$ cat src/rtl/alu_seq_core.sv
// 64-bit ALU core: single-cycle add/sub/logic, 64-iteration shift-add multiply and restoring divide.
// Optional divider datapath is enabled by defining ALU_DIV_EN; otherwise opcode 110 acts as reserved.
module alu_seq_core #(
    parameter int WIDTH = 64,
    parameter int CNT_W = 7
) (
    input  logic               clk,
    input  logic               rst,
    input  logic               start,
    input  logic [2:0]         op,
    input  logic [WIDTH-1:0]   a,
    input  logic [WIDTH-1:0]   b,
    output logic               busy,
    output logic               done,
    output logic [2*WIDTH-1:0] result,
    output logic               err
);

    localparam logic [2:0] OP_ADD = 3'b000;
    localparam logic [2:0] OP_SUB = 3'b001;
    localparam logic [2:0] OP_AND = 3'b010;
    localparam logic [2:0] OP_OR  = 3'b011;
    localparam logic [2:0] OP_XOR = 3'b100;
    localparam logic [2:0] OP_MUL = 3'b101;
    localparam logic [2:0] OP_DIV = 3'b110;

    typedef enum logic {IDLE, CALC} state_t;

    state_t             state;
    state_t             next_state;
    logic [CNT_W-1:0]   cnt;
    logic [WIDTH-1:0]   opnd;
    logic [WIDTH-1:0]   hi;
    logic [WIDTH-1:0]   lo;
    logic [WIDTH-1:0]   hi_next;
    logic [WIDTH-1:0]   lo_next;
    logic [WIDTH:0]     sum;
    logic               accept;
    logic               multi;
    logic               last;

`ifdef ALU_DIV_EN
    logic               is_div;
    logic [WIDTH:0]     shifted;
    logic               fits;

    assign multi = (op == OP_MUL) || ((op == OP_DIV) && (b != '0));
`else
    assign multi = (op == OP_MUL);
`endif

    assign busy   = (state == CALC);
    assign accept = (state == IDLE) && start;
    assign last   = (state == CALC) && (cnt == CNT_W'(WIDTH - 1));

    // {hi, lo} is a shared shift pair: product for MUL, {remainder, quotient} for DIV
    always_comb begin
        sum     = {1'b0, hi} + {1'b0, (lo[0] ? opnd : '0)};
        hi_next = sum[WIDTH:1];
        lo_next = {sum[0], lo[WIDTH-1:1]};
`ifdef ALU_DIV_EN
        shifted = {hi, lo[WIDTH-1]};
        fits    = (shifted >= {1'b0, opnd});
        if (is_div) begin
            hi_next = fits ? (shifted[WIDTH-1:0] - opnd) : shifted[WIDTH-1:0];
            lo_next = {lo[WIDTH-2:0], fits};
        end
`endif
    end

    always_ff @(posedge clk or posedge rst) begin
        if (rst) begin
            state <= IDLE;
        end else begin
            state <= next_state;
        end
    end

    always_comb begin
        next_state = state;
        case (state)
            IDLE:    if (accept && multi) next_state = CALC;
            CALC:    if (last) next_state = IDLE;
            default: next_state = IDLE;
        endcase
    end

    always_ff @(posedge clk or posedge rst) begin
        if (rst) begin
            cnt    <= '0;
            opnd   <= '0;
            hi     <= '0;
            lo     <= '0;
            done   <= 1'b0;
            result <= '0;
            err    <= 1'b0;
`ifdef ALU_DIV_EN
            is_div <= 1'b0;
`endif
        end else begin
            done <= 1'b0;
            if (accept) begin
                err <= 1'b0;
                case (op)
                    OP_ADD: begin
                        result <= {{(WIDTH-1){1'b0}}, {1'b0, a} + {1'b0, b}};
                        done   <= 1'b1;
                    end
                    OP_SUB: begin
                        result <= {{(WIDTH-1){1'b0}}, (a < b), a - b};
                        done   <= 1'b1;
                    end
                    OP_AND: begin
                        result <= {{WIDTH{1'b0}}, a & b};
                        done   <= 1'b1;
                    end
                    OP_OR: begin
                        result <= {{WIDTH{1'b0}}, a | b};
                        done   <= 1'b1;
                    end
                    OP_XOR: begin
                        result <= {{WIDTH{1'b0}}, a ^ b};
                        done   <= 1'b1;
                    end
                    OP_MUL: begin
                        opnd <= a;
                        lo   <= b;
                        hi   <= '0;
                        cnt  <= '0;
`ifdef ALU_DIV_EN
                        is_div <= 1'b0;
`endif
                    end
                    OP_DIV: begin
`ifdef ALU_DIV_EN
                        if (b == '0) begin
                            result <= {a, {WIDTH{1'b1}}};
                            err    <= 1'b1;
                            done   <= 1'b1;
                        end else begin
                            opnd   <= b;
                            lo     <= a;
                            hi     <= '0;
                            cnt    <= '0;
                            is_div <= 1'b1;
                        end
`else
                        result <= '0;
                        err    <= 1'b1;
                        done   <= 1'b1;
`endif
                    end
                    default: begin
                        result <= '0;
                        err    <= 1'b1;
                        done   <= 1'b1;
                    end
                endcase
            end else if (state == CALC) begin
                hi  <= hi_next;
                lo  <= lo_next;
                cnt <= cnt + 1'b1;
                if (last) begin
                    result <= {hi_next, lo_next};
                    done   <= 1'b1;
                end
            end
        end
    end

endmodule

$ cat config.mk
export PLATFORM = sky130hd
export DESIGN_NAME = alu_seq_core
export DESIGN_NICKNAME = d
export VERILOG_FILES = /design/src/rtl/alu_seq_core.sv
export SDC_FILE = /design/constraint.sdc
export NUM_CORES = 1
export LEC_CHECK = 0
export BUFFER_PORTS_ARGS = -buffer_cell sky130_fd_sc_hd__buf_2
export CELL_PAD_IN_SITES_DETAIL_PLACEMENT = 0
export CELL_PAD_IN_SITES_GLOBAL_PLACEMENT = 1
export CORE_MARGIN = 3
export CORE_UTILIZATION = 45
export CTS_BUF_LIST = sky130_fd_sc_hd__clkbuf_2 sky130_fd_sc_hd__clkbuf_4 sky130_fd_sc_hd__clkbuf_8
export DETAILED_ROUTE_END_ITERATION = 16
export GPL_ROUTABILITY_DRIVEN = 1
export HOLD_SLACK_MARGIN = 0.08
export PLACE_DENSITY = 0.89
export SYNTH_ARGS = -nofsm -noshare
export SYNTH_HDL_FRONTEND = slang
export SYNTH_SLANG_ARGS = --single-unit
$ cat constraint.sdc
create_clock -name clk -period 16.5 [get_ports clk]
set_clock_uncertainty 0.1 [all_clocks]
set_input_delay 3.3 -clock clk [delete_from_list [all_inputs] [get_ports clk]]
set_output_delay 3.3 -clock clk [all_outputs]
set_load 0.1 [all_outputs]
==> flow_summary.html <==
<table>
<tr><th>Metric</th><th>Value</th></tr>
<tr><th colspan="2">Status</th></tr>
<tr><td>Outcome</td><td>completed</td></tr>
<tr><th colspan="2">Route</th></tr>
<tr><td>1st-iter DRT viols</td><td>about 2700</td></tr>
<tr><td>Vias</td><td>28400</td></tr>
<tr><td>Number of iterations in the first detailed-routing pass</td><td>6</td></tr>
<tr><td>Vias per cell</td><td>about 6</td></tr>
<tr><td>Post-route DRC</td><td>0</td></tr>
<tr><td>Routed length per instance</td><td>22.3 um</td></tr>
<tr><td>Post-route ant nets</td><td>0</td></tr>
<tr><td>Wire length reported by the detailed router</td><td>105000 um</td></tr>
<tr><th colspan="2">Clock network</th></tr>
<tr><td>Number of buffers on the longest clock path</td><td>3</td></tr>
<tr><td>CTS clock-pin slew for the worst setup and hold paths</td><td>0.06 ns</td></tr>
<tr><td>Clk Latency, worst-skew pair</td><td>0.70 ns</td></tr>
<tr><td>Number of buffers inserted to repair setup after CTS</td><td>0</td></tr>
<tr><td>Cell at the root of the clock tree</td><td>clkbuf_8</td></tr>
<tr><td>Resize count post-CTS</td><td>0</td></tr>
<tr><td>Clock sink count</td><td>330</td></tr>
<tr><td>CTS tree</td><td>done</td></tr>
<tr><td>Post-CTS Hold Buffers</td><td>0</td></tr>
<tr><td>H-tree lvl count</td><td>2</td></tr>
<tr><td>Number of buffers created by CTS</td><td>61</td></tr>
<tr><th colspan="2">STA</th></tr>
<tr><td>Minimum clock period after layout</td><td>slightly below 7 ns</td></tr>
<tr><td>Fin. Hold Viols</td><td>0</td></tr>
<tr><td>Pin slew with the least headroom to its limit</td><td>around 1.3 ns</td></tr>
<tr><td>Fin Hold WS</td><td>0.371 ns</td></tr>
<tr><td>Achievable Freq</td><td>147 MHz</td></tr>
<tr><td>Setup TNS</td><td>0 ns</td></tr>
<tr><td>Fin crit share</td><td>41.2%</td></tr>
<tr><td>Max-slew violation total from the final report</td><td>0</td></tr>
<tr><td>Setup repair after global routing missed its margin</td><td>false</td></tr>
<tr><td>Remaining max-slew budget at the tightest pin</td><td>10.1%</td></tr>
<tr><td>Crit path setup slack, layout</td><td>9.70 ns</td></tr>
<tr><td>Final setup viols</td><td>0</td></tr>
<tr><th colspan="2">Synth</th></tr>
<tr><td>Number of flops mapped to enable cells by yosys</td><td>0</td></tr>
<tr><td>Count of warnings emitted by yosys</td><td>0</td></tr>
<tr><td>Seq cells post-synth</td><td>330</td></tr>
<tr><td>Cell count after synthesis</td><td>3674</td></tr>
<tr><td>Leading post-synthesis cells by instance count</td><td>nand2_1 (509), o21ai_0 (344), nor2_1 (335)</td></tr>
<tr><td>Post-synthesis area per instance</td><td>between 7 and 8 um^2</td></tr>
<tr><td>Leading post-synthesis cells by cell area</td><td>dfrtp_1 (29%), ha_1 (12%), nand2_1 (6.8%)</td></tr>
<tr><td>Sequential share of the synthesized area</td><td>between 20% and 30%</td></tr>
<tr><td>Cell area after technology mapping</td><td>28100 um^2</td></tr>
<tr><td>Area leader, netlist</td><td>dfrtp_1</td></tr>
<tr><td>Ys async rst share</td><td>100%</td></tr>
<tr><td>Post-synth net total</td><td>4084</td></tr>
<tr><td>Area share of the largest cell type after synthesis</td><td>between 20 and 30%</td></tr>
<tr><td>Number of unique standard cell types used by synthesis</td><td>91</td></tr>
<tr><td>Most frequent cell after synthesis</td><td>nand2_1</td></tr>
<tr><td>Most frequently used flop master after synthesis</td><td>dfrtp_1</td></tr>
<tr><th colspan="2">Cells and area</th></tr>
<tr><td>Area of the multi-input gates</td><td>18200 um^2</td></tr>
<tr><td>Summed area of non-filler cells in the final layout</td><td>roughly 31000 um^2</td></tr>
<tr><td>Sequential standard cell area</td><td>about 8300 um^2</td></tr>
<tr><td>Share of cells above drive strength 1</td><td>about an eighth</td></tr>
<tr><td>Net count of the finished layout</td><td>roughly 4200</td></tr>
<tr><td>Signed area change from the synthesized netlist to the final layout</td><td>11.9%</td></tr>
<tr><td>Fill count</td><td>6155</td></tr>
<tr><th colspan="2">Global routing</th></tr>
<tr><td>Antenna violations before repair</td><td>21</td></tr>
<tr><td>Global-route usage over all layers</td><td>30.7%</td></tr>
<tr><td>Via count of the first global-routing pass</td><td>approximately 27000</td></tr>
<tr><td>Overall overflow remaining after global route</td><td>0</td></tr>
<tr><td>Global-route wire length before repair</td><td>160000 um</td></tr>
<tr><td>Largest net degree at the start of global routing</td><td>106</td></tr>
<tr><th colspan="2">Floorplan</th></tr>
<tr><td>Die Area</td><td>65600 um^2</td></tr>
<tr><td>Horiz. Die Dim</td><td>256 um</td></tr>
<tr><td>Initial Util</td><td>45.5%</td></tr>
<tr><td>Vertical extent of the die</td><td>256 um</td></tr>
<tr><td>Row cnt</td><td>slightly above 90</td></tr>
<tr><td>Ports placed on the boundary</td><td>265</td></tr>
<tr><td>Area of the core region</td><td>61800 um^2</td></tr>
<tr><th colspan="2">Placed design</th></tr>
<tr><td>Final RePlAce weighted congestion</td><td>1.00</td></tr>
<tr><td>Placement-stage cell area</td><td>around 30000 um^2</td></tr>
<tr><td>Quantity of I/O buffers inserted on ports</td><td>264</td></tr>
<tr><td>Post-place setup slack</td><td>9.23 ns</td></tr>
<tr><td>Post-detail-place hpwl</td><td>77300 um</td></tr>
<tr><th colspan="2">Worst setup path</th></tr>
<tr><td>Startpoint class of the critical path</td><td>primary input</td></tr>
<tr><td>Classification of the worst setup path</td><td>primary input to flip-flop</td></tr>
<tr><td>Worst path arrival time</td><td>7.30 ns</td></tr>
<tr><td>CP max stage cell</td><td>a31oi_1</td></tr>
<tr><td>Worst reg2reg endpoint</td><td>result[115]$_DFFE_PP0P_</td></tr>
<tr><td>Maximum cell stage delay along the critical path</td><td>0.65 ns</td></tr>
<tr><td>Slack of the worst reg-to-reg path</td><td>11.65 ns</td></tr>
<tr><td>Critical path, cell by cell</td><td>buf_2 -&gt; ha_1 -&gt; inv_1 -&gt; fa_1 -&gt; nor2b_1 -&gt; o31a_1 -&gt; o221a_2 -&gt; o211ai_2 -&gt; a311oi_2 -&gt; o21ai_0 -&gt; a31oi_1 -&gt; o21ai_0 -&gt; o31ai_1 -&gt; a21oi_1 -&gt; o21ai_0</td></tr>
<tr><td>Crit. End Element</td><td>flip-flop</td></tr>
<tr><td>Crit Reg-Reg Startpoint</td><td>lo[0]$_DFFE_PP0P_</td></tr>
<tr><td>Worst Reg2Reg Path Length in Cells</td><td>16</td></tr>
<tr><td>Data required, critical path</td><td>17.00 ns</td></tr>
<tr><td>Cell mode on critical path</td><td>o21ai_0</td></tr>
<tr><td>Critical Path Fanout Max</td><td>4</td></tr>
<tr><th colspan="2">Worst hold path</th></tr>
<tr><td>HP Class</td><td>flip-flop to flip-flop</td></tr>
<tr><td>Cell depth of the worst min-delay path</td><td>2</td></tr>
<tr><td>Endpoint with the worst hold slack</td><td>opnd[62]$_DFFE_PP0P_</td></tr>
<tr><td>Launch instance of the worst min-delay path</td><td>opnd[62]$_DFFE_PP0P_</td></tr>
<tr><th colspan="2">Pwr</th></tr>
<tr><td>Leakage component of the power</td><td>15.2 nW</td></tr>
<tr><td>Power density over the cells</td><td>83.5 nW/um^2</td></tr>
<tr><td>VDD IR-drop max</td><td>58.8 uV</td></tr>
<tr><th colspan="2">Flow run</th></tr>
<tr><td>Number of max-cap violations</td><td>0</td></tr>
</table>
==> power breakdown <==
group | switching, mW | leakage (nW) | total (mW) | internal, mW
Combinational | 0.490 | 10.0 | 0.740 | 0.250
Clock | 0.388 | 0.775 | 0.944 | 0.556
Sequential | 0.0551 | 4.37 | 0.945 | 0.889
Total | 0.933 | 15.2 | 2.63 | 1.70
==> critical path: cells and delay by family <==
kind | cells | cell delay, ns
simple gates | 1 | 0.17
buf+inv | 2 | 0.19
fa+ha+maj | 2 | 0.63
compound gates | 10 | 3.00
==> sequential cells by signal (all words and copies together) (netlist names) <==
signal and flops:
busy 1, cnt 7, done 1, err 1
hi 64, lo 64, opnd 64, result 128
==> worst max path at each step <==
stage / startpoint / end / slack (ns) / cells past startpoint
2_1_floorplan: rst / busy$_DFF_PP0_ / 3.96 / 1
3_3_place_gp: b[0] / result[62]$_DFFE_PP0P_ / 9.28 / 15
4_1_cts: b[0] / result[60]$_DFFE_PP0P_ / 9.98 / 15
3_5_place_dp: b[0] / result[60]$_DFFE_PP0P_ / 9.23 / 15
6_report: b[0] / result[64]$_DFFE_PP0P_ / 9.70 / 15
5_1_grt: b[0] / result[60]$_DFFE_PP0P_ / 9.70 / 15
==> layout make-up <==
type / count / share of cell area, %
multi-input cells: 2873 / 57.6
flip-flops and latches: 330 / 26.2
repair buffers: 302 / 5.10
clock buffers: 103 / 4.10
well taps: 837 / 3.32
inverters: 246 / 2.97
clock inverters: 11 / 0.572
diodes: 10 / 0.0794
==> layer usage <==
layer	vias up	GRT usage (%)	wire (um)
met2	1255	46.9	45500
met3	197	6.17	9790
met4	6	8.77	2950
li1	13400	-	-
met1	13500	44.0	46900
met5	-	0	32
==> cells by family (layout without fill, tap and decap cells) <==
group	Yosys count	count (layout)	share of synthesized area (%)
AOI/OAI and AO/OA	1271	1271	29.1
and+or+nand+nor	1220	1220	19.3
buffers and inverters	471	662	6.40
DFF	330	330	29.3
adders and majority gates	276	276	12.3
xor gates and xnor gates	71	71	2.21
muxes	35	35	1.30
other	0	10	0
==> placed cells by master, fill, tap and decap left out, types with 39 or more instances in the layout <==
master	Yosys	layout
clkbuf_8	0	83
a31oi_1	117	117
a21oi_1	296	295
ha_1	273	273
dfrtp_1	330	329
nor3_1	56	56
o21ai_0	344	344
nor2_1	335	330
nand2_1	509	507
o31ai_1	39	39
inv_1	241	238
a22o_1	43	43
nand3_1	66	66
buf_2	11	264
a21o_1	60	60
and2_1	75	75
xnor2_1	51	51
==> stage by stage <==
step	instances	util (%)	total power, mW
detailed placement	4588	48.5	1.68
finish	4712	50.9	2.63
CTS	4702	50.9	2.63
global placement	4588	48.5	1.67
global route	4709	50.9	2.76
floorplan	3674	-	1.46
(Power assumes the default switching activity.)
